`src/rtl/sc_statemachine_jug_if.sv`:
```
// Button/readback/command bundle between the player-position register datapath
// and its control FSM. The master side drives the buttons and readback.
interface sc_statemachine_jug_if #(
  parameter int DATAWIDTH     = 8,
  parameter int MOVECNT_WIDTH = 8
);
  logic                     btnLeft_InLow;
  logic                     btnRight_InLow;
  logic                     hit_InLow;
  logic [DATAWIDTH-1:0]     data_InBUS;
  logic                     clear_OutLow;
  logic                     load0_OutLow;
  logic                     load1_OutLow;
  logic [1:0]               shiftselection_Out;
  logic [MOVECNT_WIDTH-1:0] moveCount_OutBUS;
  logic                     busy_Out;

  modport master (
    output btnLeft_InLow, btnRight_InLow, hit_InLow, data_InBUS,
    input  clear_OutLow, load0_OutLow, load1_OutLow, shiftselection_Out,
           moveCount_OutBUS, busy_Out
  );

  modport slave (
    input  btnLeft_InLow, btnRight_InLow, hit_InLow, data_InBUS,
    output clear_OutLow, load0_OutLow, load1_OutLow, shiftselection_Out,
           moveCount_OutBUS, busy_Out
  );
endinterface

```
`src/rtl/sc_statemachine_jug.sv`:
```
// Control FSM for the player-position register: turns synchronized button presses
// into single rotate commands, blocks edge wraps, and sequences clear/load/respawn.
module sc_statemachine_jug #(
  parameter int DATAWIDTH      = 8,
  parameter int LOCKOUT_CYCLES = 4,
  parameter int LOCKOUT_WIDTH  = 8,
  parameter int MOVECNT_WIDTH  = 8
) (
  input logic                  SC_RegJUG_CLOCK_50,
  input logic                  SC_RegJUG_RESET_InHigh,
  sc_statemachine_jug_if.slave bus
);

  typedef enum logic [2:0] {
    INIT, LOAD0, IDLE, SHL, SHR, RESPAWN, LOCK
  } state_t;

  localparam logic [LOCKOUT_WIDTH-1:0] LOCK_LOAD = LOCKOUT_WIDTH'(LOCKOUT_CYCLES);
  localparam logic [LOCKOUT_WIDTH-1:0] LOCK_ONE  = LOCKOUT_WIDTH'(1);

  state_t                   r_state;
  logic                     r_l_s1, r_l_s2, r_l_d;
  logic                     r_r_s1, r_r_s2, r_r_d;
  logic [LOCKOUT_WIDTH-1:0] r_lock;
  logic [MOVECNT_WIDTH-1:0] r_mc;
  logic                     r_clear, r_load0, r_load1, r_busy;
  logic [1:0]               r_shift;

  logic                     w_l_evt, w_r_evt, w_l_go, w_r_go;
  logic [MOVECNT_WIDTH-1:0] w_mc_inc;

  // Two-flop synchronizers plus a delayed copy for falling-edge (press) detection.
  always_ff @(posedge SC_RegJUG_CLOCK_50 or posedge SC_RegJUG_RESET_InHigh) begin
    if (SC_RegJUG_RESET_InHigh) begin
      r_l_s1 <= 1'b1; r_l_s2 <= 1'b1; r_l_d <= 1'b1;
      r_r_s1 <= 1'b1; r_r_s2 <= 1'b1; r_r_d <= 1'b1;
    end else begin
      r_l_s1 <= bus.btnLeft_InLow;  r_l_s2 <= r_l_s1; r_l_d <= r_l_s2;
      r_r_s1 <= bus.btnRight_InLow; r_r_s2 <= r_r_s1; r_r_d <= r_r_s2;
    end
  end

  assign w_l_evt  = ~r_l_s2 & r_l_d;
  assign w_r_evt  = ~r_r_s2 & r_r_d;
  // A simultaneous left+right pair cancels; moves past either edge are refused.
  assign w_l_go   = w_l_evt & ~w_r_evt & ~bus.data_InBUS[DATAWIDTH-1];
  assign w_r_go   = w_r_evt & ~w_l_evt & ~bus.data_InBUS[0];
  assign w_mc_inc = (r_mc == '1) ? r_mc : r_mc + 1'b1;

  // Command outputs are registered together with the state they belong to, so a
  // shift command is on the wire during the SHL/SHR cycle itself.
  always_ff @(posedge SC_RegJUG_CLOCK_50 or posedge SC_RegJUG_RESET_InHigh) begin
    if (SC_RegJUG_RESET_InHigh) begin
      r_state <= INIT;
      r_lock  <= '0;
      r_mc    <= '0;
      r_clear <= 1'b1;
      r_load0 <= 1'b1;
      r_load1 <= 1'b1;
      r_shift <= 2'b00;
      r_busy  <= 1'b1;
    end else begin
      r_clear <= 1'b1;
      r_load0 <= 1'b1;
      r_load1 <= 1'b1;
      r_shift <= 2'b00;
      r_busy  <= 1'b1;
      case (r_state)
        INIT: begin
          r_clear <= 1'b0;
          r_state <= LOAD0;
        end
        LOAD0: begin
          r_load0 <= 1'b0;
          r_state <= IDLE;
        end
        IDLE: begin
          if (!bus.hit_InLow) begin
            r_load1 <= 1'b0;
            r_state <= RESPAWN;
          end else if (w_l_go) begin
            r_shift <= 2'b01;
            r_mc    <= w_mc_inc;
            r_state <= SHL;
          end else if (w_r_go) begin
            r_shift <= 2'b10;
            r_mc    <= w_mc_inc;
            r_state <= SHR;
          end else begin
            r_busy  <= 1'b0;
          end
        end
        SHL, SHR, RESPAWN: begin
          r_lock  <= LOCK_LOAD;
          r_state <= LOCK;
        end
        LOCK: begin
          // Events arriving here are single-cycle pulses and simply expire.
          if (r_lock <= LOCK_ONE) begin
            r_lock  <= '0;
            r_busy  <= 1'b0;
            r_state <= IDLE;
          end else begin
            r_lock  <= r_lock - 1'b1;
          end
        end
        default: r_state <= INIT;
      endcase
    end
  end

  assign bus.clear_OutLow       = r_clear;
  assign bus.load0_OutLow       = r_load0;
  assign bus.load1_OutLow       = r_load1;
  assign bus.shiftselection_Out = r_shift;
  assign bus.moveCount_OutBUS   = r_mc;
  assign bus.busy_Out           = r_busy;

endmodule

```
`src/flat_wrapper.sv`:
```
// flat-port wrapper written by rule: the top's interface ports become plain ports
module sc_statemachine_jug_flat 
#(
  parameter int DATAWIDTH      = 8,
  parameter int LOCKOUT_CYCLES = 4,
  parameter int LOCKOUT_WIDTH  = 8,
  parameter int MOVECNT_WIDTH  = 8
)
  (SC_RegJUG_CLOCK_50, SC_RegJUG_RESET_InHigh, bus_btnLeft_InLow, bus_btnRight_InLow, bus_hit_InLow, bus_data_InBUS, bus_clear_OutLow, bus_load0_OutLow, bus_load1_OutLow, bus_shiftselection_Out, bus_moveCount_OutBUS, bus_busy_Out);
  sc_statemachine_jug_if #(.DATAWIDTH(DATAWIDTH), .MOVECNT_WIDTH(MOVECNT_WIDTH)) bus_i ();
  input logic SC_RegJUG_CLOCK_50;
  input logic SC_RegJUG_RESET_InHigh;
  input wire logic [$bits(bus_i.btnLeft_InLow)-1:0] bus_btnLeft_InLow;
  input wire logic [$bits(bus_i.btnRight_InLow)-1:0] bus_btnRight_InLow;
  input wire logic [$bits(bus_i.hit_InLow)-1:0] bus_hit_InLow;
  input wire logic [$bits(bus_i.data_InBUS)-1:0] bus_data_InBUS;
  output wire logic [$bits(bus_i.clear_OutLow)-1:0] bus_clear_OutLow;
  output wire logic [$bits(bus_i.load0_OutLow)-1:0] bus_load0_OutLow;
  output wire logic [$bits(bus_i.load1_OutLow)-1:0] bus_load1_OutLow;
  output wire logic [$bits(bus_i.shiftselection_Out)-1:0] bus_shiftselection_Out;
  output wire logic [$bits(bus_i.moveCount_OutBUS)-1:0] bus_moveCount_OutBUS;
  output wire logic [$bits(bus_i.busy_Out)-1:0] bus_busy_Out;
  assign bus_i.btnLeft_InLow = bus_btnLeft_InLow;
  assign bus_i.btnRight_InLow = bus_btnRight_InLow;
  assign bus_i.hit_InLow = bus_hit_InLow;
  assign bus_i.data_InBUS = bus_data_InBUS;
  assign bus_clear_OutLow = bus_i.clear_OutLow;
  assign bus_load0_OutLow = bus_i.load0_OutLow;
  assign bus_load1_OutLow = bus_i.load1_OutLow;
  assign bus_shiftselection_Out = bus_i.shiftselection_Out;
  assign bus_moveCount_OutBUS = bus_i.moveCount_OutBUS;
  assign bus_busy_Out = bus_i.busy_Out;
  sc_statemachine_jug #(.DATAWIDTH(DATAWIDTH), .LOCKOUT_CYCLES(LOCKOUT_CYCLES), .LOCKOUT_WIDTH(LOCKOUT_WIDTH), .MOVECNT_WIDTH(MOVECNT_WIDTH)) u_core (.SC_RegJUG_CLOCK_50(SC_RegJUG_CLOCK_50), .SC_RegJUG_RESET_InHigh(SC_RegJUG_RESET_InHigh), .bus(bus_i));
endmodule
```
`config.mk`:
```
export PLATFORM = sky130hd
export DESIGN_NAME = sc_statemachine_jug_flat
export DESIGN_NICKNAME = d
export VERILOG_FILES = /design/src/rtl/sc_statemachine_jug_if.sv /design/src/rtl/sc_statemachine_jug.sv /design/src/flat_wrapper.sv
export SDC_FILE = /design/constraint.sdc
export NUM_CORES = 1
export LEC_CHECK = 0
export CAP_MARGIN = 0
export CORE_UTILIZATION = 30
export DETAILED_ROUTE_END_ITERATION = 8
export SYNTH_ARGS = -nofsm -noshare
export SYNTH_HDL_FRONTEND = slang
export SYNTH_SLANG_ARGS = --single-unit
```
`constraint.sdc`:
```
create_clock -name SC_RegJUG_CLOCK_50 -period 5.4 [get_ports SC_RegJUG_CLOCK_50]
set_input_delay 1.62 -clock SC_RegJUG_CLOCK_50 [delete_from_list [all_inputs] [get_ports SC_RegJUG_CLOCK_50]]
set_output_delay 1.62 -clock SC_RegJUG_CLOCK_50 [all_outputs]
set_load 0.02 [all_outputs]
```
### Word-level counts from Yosys, hierarchy flattened

Cells that the tools add are included.

| word-level totals | value |
|---|---|
| register bits | 31 |
| output and inout port bits | 14 |
| word-level logic and storage cells | 67 |
| input port bits | 13 |

| cells by class | value |
|---|---|
| add/subtract/negate cells | 2 |
| magnitude comparators | 1 |
| reduce and logical (&&, ||, !) cells | 6 |
| multiplexer cells | 23 |
| equal/unequal tests | 9 |
| bitwise logic cells | 12 |

Operators with widths:

| kind | count |
|---|---|
| $mux 8 | 4 |
| $pmux 8 s2 | 1 |
| $pmux 3 s5 | 1 |
| $mux 3 | 4 |
| $eq 3x3->1 const B | 3 |
| $add 8x1->8 const B | 1 |
| $eq 8x8->1 const B | 1 |
| $le 8x1->1 const B | 1 |
| $mux 1 | 8 |
| $mux 2 | 4 |
| $sub 8x1->8 const B | 1 |
| $and 1x1->1 | 6 |
| $eq 3x2->1 const B | 2 |
| $not 1->1 | 6 |
| $ne 4x2->1 const B | 1 |
| $reduce_bool 2->1 | 2 |
| $eq 3x1->1 const B | 1 |
| $logic_not 3->1 | 1 |
| $reduce_and 3->1 | 1 |
| $reduce_or 3->1 | 1 |
| $ne 2x1->1 const B | 1 |
| $pmux 1 s2 | 1 |
| $reduce_and 2->1 | 1 |

### Longest topological paths before layout

Gate-level depths: netlist (run 1).

| depth | value |
|---|---|
| depth after elaboration | 9 |
| gate-level depth with buffers | 7 |
| depth with buffers taken out | 6 |

### Worst setup path after synthesis (run 1)

No wires, ideal clock.

| path | value |
|---|---|
| path type | input-to-reg |
| start | input port bus_data_InBUS[0] |
| end | register u_core.r_mc[1], in the netlist u_core.bus.moveCount_OutBUS[1] |
| setup slack | 2.492 ns |
| setup time | 0.125 ns |
| arrival time | 2.784 ns |
| path buffers | 0 |
| required time | 5.275 ns |
| stages | 4 |
| cell sequence | or3b_2 a2bb2oi_1 nor2_1 mux2_2 |

| between the ends | value |
|---|---|
| word-level cells in the longest chain between the ends | 4 |

Ends and longest elaborated chain:

| what | RTL line | text |
|---|---|---|
| start, declared | flat_wrapper.sv:16 | `input wire logic [$bits(bus_i.data_InBUS)-1:0] bus_data_InBUS;` |
| $not 1->1 | sc_statemachine_jug.sv:47 | `assign w_r_go = w_r_evt & ~w_l_evt & ~bus.data_InBUS[0];` |
| $and 1x1->1 | sc_statemachine_jug.sv:47 |  |
| $reduce_bool 2->1 (no line) | - |  |
| $reduce_and 3->1 (no line) | - |  |
| end signal, assigned | sc_statemachine_jug.sv:83 | `r_mc <= w_mc_inc;` |
| end signal, assigned | sc_statemachine_jug.sv:87 | `r_mc <= w_mc_inc;` |
| end, declared | sc_statemachine_jug.sv:25 | `logic [MOVECNT_WIDTH-1:0] r_mc;` |

No other way between the ends.
A chain may end at the register's enable or synchronous reset.

### Final worst setup path (run 1)

| path | value |
|---|---|
| start | input port bus_hit_InLow |
| end | register u_core.r_mc[1], in the netlist u_core.bus.moveCount_OutBUS[1] |

| between the ends | value |
|---|---|
| word-level cells in the longest chain between the ends | 1 |

Ends and longest elaborated chain:

| what | RTL line | text |
|---|---|---|
| start, declared | flat_wrapper.sv:15 | `input wire logic [$bits(bus_i.hit_InLow)-1:0] bus_hit_InLow;` |
| $reduce_and 3->1 (no line) | - |  |

No other way between the ends.

==> results of run 1 <==
## flip-flops by register name, summed over array words and instances (netlist names)
| name | count |
|---|---|
| u_core.r_l_d | 1 |
| u_core.r_state | 3 |
| u_core.r_l_s1 | 1 |
| u_core.bus.clear_OutLow | 1 |
| u_core.bus.shiftselection_Out | 2 |
| u_core.r_r_s2 | 1 |
| u_core.bus.load0_OutLow | 1 |
| u_core.r_l_s2 | 1 |
| u_core.bus.load1_OutLow | 1 |
| u_core.r_r_s1 | 1 |
| u_core.bus.moveCount_OutBUS | 8 |
| u_core.r_r_d | 1 |
| u_core.bus.busy_Out | 1 |
| u_core.r_lock | 8 |
## path summary, 6_finish.rpt
| path | to | slack (ns) | cells past startpoint |
|---|---|---|---|
| max | u_core.bus.moveCount_OutBUS[1]$_DFFE_PP0P_ | 2.26 | 5 |
| max reg2reg | u_core.r_lock[7]$_DFFE_PP0P_ | 3.22 | 4 |
| max in group asynchronous | u_core.bus.clear_OutLow$_DFF_PP1_ | 2.88 | 3 |
| min | u_core.r_l_s2$_DFF_PP1_ | 0.36 | 0 |
| min in group asynchronous | u_core.r_lock[6]$_DFFE_PP0P_ | 1.81 | 2 |
| min reg2reg | u_core.r_l_s2$_DFF_PP1_ | 0.36 | 0 |
## cells in the final DEF, fill, tap and decap left out, types with 2 or more instances in the layout
cell,instances
clkdlybuf4s50_1,20
nor3_1,3
nor4_1,5
clkbuf_1,3
nand3_1,7
ha_1,3
dfrtp_1,21
nand2_1,10
nor3b_1,2
a311oi_1,2
nor2_1,6
clkbuf_8,5
a2bb2oi_1,2
or4_1,2
xor2_1,7
o21ai_0,5
nand4_1,2
dfstp_2,10
nor2b_1,2
inv_1,6
a21oi_1,3
or3_1,2
## worst reg2reg max path, delay by kind of cell (launching register included)
family / cells / cell delay [ns]
and+or+nand+nor: 1 / 0.59
DFF: 1 / 0.43
AOI/OAI and AO/OA: 3 / 1.05
## routing by layer
metal  global-route usage  up-vias  share of wire
li1                     -      513              -
met1               0.1413      509           0.44
met2               0.1987       23           0.50
met3              0.03846        6          0.044
met4              0.04667        0          0.017
met5                    0        -              0
## cells by family (layout without fill, tap and decap cells)
group / after synthesis / count (layout) / synth area share
buf+inv: 10 / 35 / 0.03144
mux: 2 / 2 / 0.01485
xor+xnor: 7 / 7 / 0.04280
compound gates: 24 / 24 / 0.1319
fa+ha+maj: 3 / 3 / 0.02620
flops: 31 / 31 / 0.5502
simple gates: 51 / 51 / 0.2026
## where the power goes
group / leakage (nW) / internal (mW) / switching, mW
combinational: 0.332 / 0.147 / 0.171
sequential: 0.381 / 0.296 / 0.0774
clock: 0.0395 / 0.0912 / 0.0771
## area by class of cell
cell class	count	area share
well taps	52	0.03691
multi-input cells	87	0.3400
inverters	6	0.01278
repair buffers	21	0.1178
flip-flops and latches	31	0.4471
clock buffers	8	0.04542
## through the flow
| step | instances | hold WS (ns) | setup WS, ns | util | cell area, um2 |
|---|---|---|---|---|---|
| 4_1_cts | 205 | 0.3583 | 2.263 | 0.3940 | 1763 |
| 5_1_grt | 205 | 0.3617 | 2.168 | 0.3940 | 1763 |
| 3_3_place_gp | 197 | 0.3469 | 1.995 | 0.3761 | 1683 |
| 2_1_floorplan | 128 | 0.3452 | 2.492 | - | 1433 |
| 3_5_place_dp | 197 | 0.3476 | 1.970 | 0.3761 | 1683 |
| 6_report | 205 | 0.3565 | 2.264 | 0.3940 | 1763 |
==> results by group, run 1 <==
Synth
  • Main area contributors after synthesis: dfrtp_1 (37%), dfstp_2 (18%), xor2_1 (4.3%)
  • Syn Inst Count: 128
  • Synth cell count leaders: dfrtp_1 (21), dfstp_2 (10), nand2_1 (10)
  • Mapped cell area: 1433 um2
  • Sequential area share after synthesis: 0.5502
  • Post-Syn Nets: 144
  • Count leader, synth: dfrtp_1
  • Mean Syn Cell Area: 11.19 um2
  • Ys Warns: 0
  • Share of the synthesized area in the top cell type: 0.3668
  • Number of enable flip-flop cells after synthesis: 0
  • Post-synth top area cell: dfrtp_1
  • Flops & latches, synth: 31
  • Prevailing post-synth register cell: dfrtp_1
  • Fraction of registers with async set or reset after synthesis: 1.000
  • Unique masters post-synth: 45

Floorplan
  • DIE HEIGHT: 71.11 um
  • Die area: 5056 um2
  • Ports: 27
  • Initial Util: 0.3202
  • Num rows: 24
  • Die width: between 70 and 80 um
  • CORE AREA: approximately 4500 um2

Global routing
  • Initial antenna violation count: 0
  • Global route total overflow: 0
  • Total Routing Usage GR: 0.1185
  • Largest net degree at the start of global routing: 24
  • First-pass GRT wire length: 4.560 mm
  • Number of global-route vias before repair: between 1,000 and 1,500

Setup path
  • WS Path Type: in -> reg
  • Delay-heaviest family, CP: buffers and inverters
  • Worst r2r src: u_core.r_lock[2]$_DFFE_PP0P_
  • Crit Path Max Fanout: 7
  • CP Buf/Inv Count: 1
  • Setup crit start kind: input pin
  • Worst path max stage delay: 0.57 ns
  • Worst setup path startpoint: bus_hit_InLow
  • Critical-path cell list: clkdlybuf4s50_1 -> nand4bb_1 -> o21bai_1 -> nor2_1 -> mux2_2
  • Crit-path slowest cell: clkdlybuf4s50_1
  • CP arrival: 3.30 ns
  • Critical Path RT: 5.57 ns
  • CP Capture Type: register

Route
  • DRC: 0
  • Via count: 1,051
  • Vias per inst: 5.127
  • Per-cell routed wire length: 13.30 um
  • Routed Antenna Nets: 0
  • Final wirelength: roughly 2.7 mm
  • DRT iter0 DRCs: 27
  • TritonRoute pass-1 iters: 6

Status
  • Status: finished, final reports clean

Worst hold path
  • Hold Path Class: reg -> reg
  • Min-Delay Startpoint: u_core.r_l_s1$_DFF_PP1_

Placement
  • Routability cong.: 0.7762
  • IO buf count: 20
  • DP HPWL: 1.939 mm

STA
  • Fin crit share: 0.5807
  • Fin. Hold Viols: 0
  • Final Skew: 0.005947 ns
  • F_max: roughly 320 MHz
  • Max-slew violations: 0
  • Setup TNS: 0 ns
  • Fin crit period: around 3.1 ns
  • Final setup vio count: 0
  • Worst Tran Pin Value: 0.8382 ns
  • Slew margin rel.: 0.4406
  • RSZ-0062 raised after global routing: false

Pwr
  • PwrDens: between 400 and 500 nW/um2
  • Pleak: around 0.75 nW
  • Power, Total: 0.8591 mW
  • VDD IR-drop max: 0.0002446 V

Cells and area
  • Fillcell total: 426
  • Flip-flop and latch area: around 800 um2
  • ANT cells: 0
  • Layout cells sized above 1: 0.1503
  • Multi-input logic area: approximately 600 um2
  • Final nets: around 170
  • Synthesis-to-finish area growth: 23.06%

Clock tree
  • # hold bufs at CTS: 0
  • Cts repair resizes: 0
  • Number of H-tree levels: 2
  • CTS tree: yes
  • Max clock buf depth: 2
  • Clock slew at reported path FFs: 0.06 ns
  • Total CTS buffers: 5
  • Worst-skew pair later-pin latency: 0.28 ns
  • Root buffer cell: clkbuf_8
  • Postcts setup bufs: 0
  • TritonCTS Sinks: 31

Run
  • Max-Cap Viols: 0
Note: power is estimated with default switching activity, not from simulation.
==> inputs of run 2 (changes only) <==
Clock period 5.4 ns to 2.62 ns, I/O delays scaled along.
==> results by group, run 2 (synthesis gave the netlist of run 1 again) <==
Placement
  • DP Area: ~1700 um2
  • DP HPWL: just under 2 mm
  • Routability cong.: roughly 0.79
  • IO buf count: 20

Status
  • Status: finished, final reports clean

Global routing
  • Initial antenna violation count: 0
  • Largest net degree at the start of global routing: 32
  • Total Routing Usage GR: 0.1263
  • Number of global-route vias before repair: 1,070
  • Global route total overflow: 0
  • First-pass GRT wire length: 4.885 mm

Cells and area
  • Finished Cell Area: 1785 um2
  • Layout cells sized above 1: 0.1667
  • Commonest non-fill, non-tap cells in the layout: dfrtp_1 (21), clkdlybuf4s50_1 (20), nand2_1 (10), dfstp_2 (10)
  • Commonest non-fill, non-tap cell in the layout: dfrtp_1
  • Synthesis-to-finish area growth: 24.63%
  • Fillcell total: approximately 420
  • Final nets: 171
  • ANT cells: 0

Route
  • Via count: roughly 1,100
  • Per-cell routed wire length: 13.03 um
  • Final wirelength: 2.711 mm
  • DRC: 0
  • TritonRoute pass-1 iters: 6
  • DRT iter0 DRCs: 34
  • Routed Antenna Nets: 0
  • Vias per inst: 5.111

STA
  • Final setup vio count: 0
  • Slew margin rel.: 0.5769
  • F_max: 437.2 MHz
  • Max-slew violations: 0
  • Setup TNS: 0 ns
  • Worst Tran Pin Value: 0.6322 ns
  • RSZ-0062 raised after global routing: false
  • Fin. Hold Viols: 0
  • Fin crit share: 0.8730
  • Final Skew: 0.005926 ns
  • Fin crit period: 2.287 ns

Floorplan
  • CORE AREA: 4474 um2
  • DIE HEIGHT: 71.11 um
  • Ports: 27
  • Die area: just over 5000 um2
  • Num rows: 24
  • Die width: 71.11 um
  • Initial Util: 0.3202

Setup path
  • WS Path Type: in -> reg
  • Critical-path cell list: clkdlybuf4s50_1 -> or3b_2 -> a2bb2oi_1 -> nor2_1 -> mux2_2
  • CP arrival: 2.45 ns
  • Crit-path slowest cell: or3b_2
  • Crit Path Max Fanout: 8
  • Critical Path RT: 2.79 ns
  • Worst path max stage delay: 0.45 ns
  • CP Capture Type: register
  • Setup crit start kind: input pin
  • CP Buf/Inv Count: 1
  • Delay-heaviest family, CP: simple AND/OR/NAND/NOR gates

Clock tree
  • Number of H-tree levels: 2
  • Total CTS buffers: 5
  • Clock slew at reported path FFs: 0.06 ns
  • Worst-skew pair later-pin latency: 0.28 ns
  • Cts repair resizes: 0
  • # hold bufs at CTS: 0
  • Max clock buf depth: 2
  • Root buffer cell: clkbuf_8
  • CTS tree: yes
  • Postcts setup bufs: 0
  • TritonCTS Sinks: 31

Pwr
  • Pleak: 0.7660 nW
  • PwrDens: 1002 nW/um2
  • VDD IR-drop max: 0.0004324 V

Run
  • Max-Cap Viols: 0

Worst hold path
  • Hold Path Class: reg -> reg
==> run 2: cell types whose count changed in the layout (fill, tap and decap cells not counted), sizes merged <==
cell,delta
buf,+3
==> run 2: path summary, 6_finish.rpt <==
check | from | endpoint | slack [ns] | depth (start not counted)
setup / recovery | bus_data_InBUS[0] | u_core.bus.moveCount_OutBUS[1]$_DFFE_PP0P_ | 0.33 | 5
hold / removal | u_core.r_l_s1$_DFF_PP1_ | u_core.r_l_s2$_DFF_PP1_ | 0.36 | 0
setup reg to reg | u_core.r_lock[2]$_DFFE_PP0P_ | u_core.r_lock[7]$_DFFE_PP0P_ | 0.60 | 5
hold reg to reg | u_core.r_l_s1$_DFF_PP1_ | u_core.r_l_s2$_DFF_PP1_ | 0.36 | 0
max in group asynchronous | SC_RegJUG_RESET_InHigh | u_core.r_l_d$_DFF_PP1_ | 1.42 | 3
min in group asynchronous | SC_RegJUG_RESET_InHigh | u_core.r_lock[3]$_DFFE_PP0P_ | 0.87 | 3
==> run 2: per-layer routing <==
metal / part of all wire / wire (um) / track usage / vias up
met5: 0 / 0 / 0 / -
met4: 0.022 / 60 / 0.06000 / 0
met3: 0.042 / 114 / 0.03561 / 7
met2: 0.49 / 1335 / 0.2137 / 25
met1: 0.44 / 1199 / 0.1482 / 512
li1: - / - / - / 519
==> run 2: per-stage QoR <==
step                        util  hold WS [ns]  cells  power, mW  setup slack (ns)
final                     0.3990        0.3565    208      1.790            0.3327
after global routing      0.3990        0.3584    208      1.930            0.1945
after detailed placement  0.3812        0.3488    200      1.446           0.02753
after floorplan                -        0.3452    128      1.248            0.5456
after CTS                 0.3990        0.3568    208      1.805            0.3232
after global placement    0.3812        0.3463    200      1.415           0.05675
==> run 2: layout make-up <==
type	count	area, um2	area share
Sequential cell	31	788.3	0.4415
Multi-Input combinational cell	87	599.3	0.3357
Clock buffer	8	80.08	0.04485
Timing Repair Buffer	24	230.2	0.1289
Inverter	6	22.52	0.01261
Tap cell	52	65.06	0.03644
==> run 2: worst reg2reg max path, cell delays in order, from the launching register on <==
cell     delay (ns)
dfrtp_1        0.42
or4_4          0.59
o41ai_4        0.39
buf_4          0.23
o21ai_0        0.09
a21o_1         0.19
==> run 2: where the power goes <==
part	total, mW	switching, mW	internal (mW)
Clock	0.350	0.162	0.188
Combinational	0.670	0.350	0.320
Sequential	0.770	0.160	0.610
Total	1.79	0.672	1.12
